File: src/rtl/first_counter_monitor.sv
// Watches a free-running counter and its overflow flag, predicts each sample
// from the previous one, and reports mismatches, fault state and statistics.
module first_counter_monitor #(
    parameter int          CNT_W     = 4,
    parameter int unsigned ERR_LIMIT = 1
) (
    input  logic             clk,
    input  logic             reset,
    input  logic             enable,
    input  logic             dut_reset,
    input  logic [CNT_W-1:0] counter_in,
    input  logic             overflow_in,
    input  logic             clear,
    output logic             locked_out,
    output logic             mismatch_out,
    output logic             fault_out,
    output logic [7:0]       err_count_out,
    output logic [7:0]       wrap_count_out,
    output logic [1:0]       dbg_state
);

    typedef enum logic [1:0] {
        IDLE  = 2'd0,
        TRACK = 2'd1,
        FAULT = 2'd2
    } state_t;

    localparam logic [CNT_W-1:0] CNT_MAX = '1;
    localparam logic [7:0]       LIMIT   = 8'(ERR_LIMIT);
    localparam logic [7:0]       SAT     = 8'hFF;

    state_t           state, state_n;
    logic             prev_en, prev_rst;
    logic [CNT_W-1:0] prev_cnt;
    logic [7:0]       err_count, err_n;
    logic [7:0]       wrap_count, wrap_n;
    logic             mismatch, mismatch_n;

    logic [CNT_W-1:0] exp_cnt;
    logic             exp_ovf;
    logic             error;

    // Prediction is built only from the previous sample, never from our own history.
    always_comb begin
        exp_cnt = prev_cnt;
        if (prev_rst) begin
            exp_cnt = '0;
        end else if (prev_en) begin
            exp_cnt = prev_cnt + CNT_W'(1);
        end
        exp_ovf = !prev_rst && prev_en && (prev_cnt == CNT_MAX);
        error   = (state != IDLE) &&
                  ((counter_in != exp_cnt) || (overflow_in != exp_ovf));
    end

    always_comb begin
        state_n    = state;
        err_n      = err_count;
        wrap_n     = wrap_count;
        mismatch_n = 1'b0;
        if (clear) begin
            state_n = IDLE;
            err_n   = '0;
            wrap_n  = '0;
        end else begin
            case (state)
                IDLE: state_n = TRACK;
                TRACK, FAULT: begin
                    if (error) begin
                        mismatch_n = 1'b1;
                        if (err_count != SAT) begin
                            err_n = err_count + 8'd1;
                        end
                    end
                    if (overflow_in && exp_ovf && (wrap_count != SAT)) begin
                        wrap_n = wrap_count + 8'd1;
                    end
                    if ((state == TRACK) && error && (err_n >= LIMIT)) begin
                        state_n = FAULT;
                    end
                end
                default: state_n = IDLE;
            endcase
        end
    end

    always_ff @(posedge clk or posedge reset) begin
        if (reset) begin
            state      <= IDLE;
            prev_en    <= 1'b0;
            prev_rst   <= 1'b0;
            prev_cnt   <= '0;
            err_count  <= '0;
            wrap_count <= '0;
            mismatch   <= 1'b0;
        end else begin
            state      <= state_n;
            prev_en    <= enable;
            prev_rst   <= dut_reset;
            prev_cnt   <= counter_in;
            err_count  <= err_n;
            wrap_count <= wrap_n;
            mismatch   <= mismatch_n;
        end
    end

    assign locked_out     = (state != IDLE);
    assign fault_out      = (state == FAULT);
    assign mismatch_out   = mismatch;
    assign err_count_out  = err_count;
    assign wrap_count_out = wrap_count;
    assign dbg_state      = state;

endmodule

File: config.mk
export PLATFORM = sky130hd
export DESIGN_NAME = first_counter_monitor
export DESIGN_NICKNAME = d
export VERILOG_FILES = /design/src/rtl/first_counter_monitor.sv
export SDC_FILE = /design/constraint.sdc
export NUM_CORES = 1
export LEC_CHECK = 0
export BUFFER_PORTS_ARGS = -buffer_cell sky130_fd_sc_hd__buf_2
export CAP_MARGIN = 25
export CORE_AREA = 2 2 53 80
export DETAILED_ROUTE_END_ITERATION = 7
export DIE_AREA = 0 0 55 82
export PLACE_DENSITY = 0.71
export SKIP_LAST_GASP = 1
export SYNTH_ARGS = -nofsm -noshare
export SYNTH_HDL_FRONTEND = slang
export SYNTH_SLANG_ARGS = --single-unit
File: constraint.sdc
create_clock -name clk -period 10.6 [get_ports clk]
set_clock_uncertainty 0.05 [all_clocks]
set_input_delay 1.06 -clock clk [delete_from_list [all_inputs] [get_ports clk]]
set_output_delay 1.06 -clock clk [all_outputs]
set_load 0.01 [all_outputs]
==> summary.md <==
| Metric | Value |
|---|---|
| # diodes | `0` |
| Setup bufs post-CTS | `0` |
| Fin util | `44.6%` |
| Largest area contributor in the netlist | `dfrtp_1` |
| Fin nets | `200` |
| CP Launch Type | `flop` |
| Switch Pwr | `74.5 uW` |
| Post-synth EDFFs | `0` |
| Post-CTS Resized | `0` |
| Initial Utilization | `38.4%` |
| First-pass GRT wire length | `5120 um` |
| Final Setup Violations | `0` |
| Final hold violation count | `0` |
| Pint | `151 uW` |
| Avg WL per Cell | `13.2 um` |
| Die X | `55 um` |
| Drt total wl | `3010 um` |
| Setup crit end kind | `flop` |
| Cts hold-fix bufs | `0` |
| Max-slew headroom | `35.8%` |
| Largest net degree at the start of global routing | `26` |
| CP arrival | `3.93 ns` |
| FF+latch count, synth | `25` |
| Design Area, Final | `1720 um^2` |
| Sequential-to-total area share from yosys stat | `42.3%` |
| Synth Cell Area | `1480 um^2` |
| WS Path Type | `reg2reg` |
| Logic gate share of total power | `27.1%` |
| DRT antenna net count | `0` |
| Slack of the critical path | `6.79 ns` |
| Core area | `3850 um^2` |
| Net Count, Synth | `171` |
| Place WS | `6.49 ns` |
| CTS max path bufs | `2` |
| IO Pins | `31` |
| Sequential share of power | `47.9%` |
| VDD IR max | `0.0763 mV` |
| Initial DRC count | `25` |
| Unrepaired setup endpoints after global routing | `no` |
| Mapped Cells | `154` |
| GRT Total Usage | `15.5%` |
| Crit Path Max Fanout | `11` |
| Sink Count | `25` |
| RePlAce Congestion | `0.764` |
| Total CTS buffers | `3` |
| Worst path buffer plus inverter count | `0` |
| H-Tree Depth | `1` |
| Placed Area | `1640 um^2` |
| Initial antenna violation count | `0` |
| HP Class | `reg2reg` |
| Worst-skew pair later-pin latency | `0.27 ns` |
| Die height | `82 um` |
| Inst Count DP | `222` |
| Crit-path most repeated cell | `ha_1` |
| Reg clk slew, reported paths | `0.09 ns` |
| Switching Share | `33.0%` |
| Non-filler cells, final | `227` |
| Area Overhead vs Synth | `16.2%` |
| CP Cell Sequence | `ha_1 -> nand2_1 -> nor3_1 -> ha_1 -> or4b_1 -> a211oi_2 -> a31oi_1 -> a2111oi_4 -> nor2_1 -> or4_1 -> a32o_1` |
| CTS tree | `yes` |
| Slew at the pin closest to its max-slew limit | `0.959 ns` |
| HPWL Detailed | `2180 um` |
| Pins Over Slew Limit | `0` |
| Cell Rows | `28` |
| Max stage delay cell, worst path | `or4_1` |
| First drt pass iteration count | `4` |
| YS warnings | `0` |
| Outcome | `finished clean` |
| Total power | `226 uW` |
| Top cells by area, synth | `dfrtp_1, ha_1, xor2_1, nor2_1, mux2i_1` |
| Synth top cells by count | `dfrtp_1, nor2_1, nand2_1` |
| Minimum clock period | `3.81 ns` |
| Syn Area/Cell | `9.60 um^2` |
| Vias | `1,212` |
| Number of remaining DRC errors | `0` |
| Crit path largest cell delay | `0.54 ns` |
| Post-synth cell types | `37` |
| Fin crit share | `36.0%` |
| Post-synth top flop | `dfrtp_1` |
| Count leader, synth | `dfrtp_1` |
| Ys async rst share | `100%` |
| Root Buffer | `clkbuf_8` |
| CP delay by family, top | `simple AND/OR/NAND/NOR gates` |
| Power per cell area | `131 nW/um^2` |
| Worst Path Required | `10.72 ns` |
| Total congestion overflow | `0` |
| Vias per cell | `5.34` |
| Die footprint | `4510 um^2` |
| Max Cap Violations | `0` |
| Share of the synthesized area in the top cell type | `42.3%` |
| Hold_ws | `0.505 ns` |
| Setup TNS | `0 ns` |
| Fraction of layout cells with a size suffix above 1 | `21.4%` |
| # fillers | `394` |
| Vias in the first global route | `1,173` |
| FMAX | `262 MHz` |
| Number of buffers added on ports | `30` |
| Clock share of power | `25.0%` |
| Static Leakage | `0.825 nW` |
-- placed cells by master, fill, tap and decap left out, types with 2 or more instances in the layout --
cell and n:
buf_2 30, dfrtp_1 25, nor2_1 19, nand2_1 12, xor2_1 9, nand4_1 8, ha_1 7, o21ai_0 6
a211oi_1 6, inv_1 6, mux2i_1 6, a31oi_1 4, nand3_1 4, and3_1 4, a21oi_1 4, nor2b_1 3
clkbuf_8 3, xnor2_1 2, nor3b_1 2, nor3_1 2, or3_1 2
-- registers in the layout (all words and copies together) (netlist names) --
name            flops
dbg_state           2
mismatch_out        1
prev_rst            1
prev_en             1
prev_cnt            4
wrap_count_out      8
err_count_out       8
-- area by class of cell --
class,count,area (um^2),share of cell area (%)
Clock buffer,3,41.3,2.40
Clock inverter,1,5.00,0.291
Inverter,6,22.5,1.31
Multi-Input combinational cell,116,790,46.0
Sequential cell,25,626,36.4
Tap cell,45,56.3,3.28
Timing Repair Buffer,31,178,10.3
-- cells by family (layout without fill, tap and decap cells) --
| logic type | Yosys count | count (layout) | share of synthesized area, % |
|---|---|---|---|
| xor+xnor | 11 | 11 | 6.51 |
| fa+ha+maj | 7 | 7 | 5.92 |
| buf+inv | 13 | 41 | 4.31 |
| simple gates | 64 | 64 | 22.3 |
| compound gates | 27 | 27 | 13.8 |
| flops | 25 | 25 | 42.3 |
| mux | 7 | 7 | 4.82 |
-- worst register-to-register path, delay by kind of cell, from the launching register on --
kind,cells,cell delay [ns]
AO/OA/AOI/OAI,4,1.36
adder cells (fa/ha/maj),2,0.50
AND/OR/NAND/NOR,5,1.43
flip-flops,1,0.39
-- worst paths after layout --
check / slack, ns / startpoint / end / cells past startpoint
worst min-delay path: 0.51 / wrap_count_out[4]$_DFFE_PP0P_ / wrap_count_out[4]$_DFFE_PP0P_ / 2
min in group asynchronous: 0.60 / reset / prev_rst$_DFF_PP0_ / 2
worst max-delay path: 6.79 / prev_cnt[0]$_DFF_PP0_ / dbg_state[1]$_DFFE_PP0P_ / 11
worst min register to register: 0.51 / wrap_count_out[4]$_DFFE_PP0P_ / wrap_count_out[4]$_DFFE_PP0P_ / 2
max in group asynchronous: 9.55 / reset / prev_cnt[1]$_DFF_PP0_ / 3
worst max register to register: 6.79 / prev_cnt[0]$_DFF_PP0_ / dbg_state[1]$_DFFE_PP0P_ / 11
-- per-layer routing --
metal  vias up  part of all wire (%)  GRT usage [%]
met1       581                    42           17.9
met4         0                   1.9           6.83
met2        18                    53           27.4
met3         5                   2.7           1.82
li1        608                     -              -
met5         -                     0              0
-- power by group through the flow --
stage / Clock [mW] / Sequential [mW] / Combinational [mW]
4_1_cts: 0.0575 / 0.108 / 0.0607
2_1_floorplan: 0 / 0.110 / 0.0460
6_report: 0.0564 / 0.108 / 0.0612
3_5_place_dp: 0 / 0.110 / 0.0605
3_3_place_gp: 0 / 0.109 / 0.0595
5_1_grt: 0.0617 / 0.109 / 0.0712
Power figures use the tool's default switching activity.
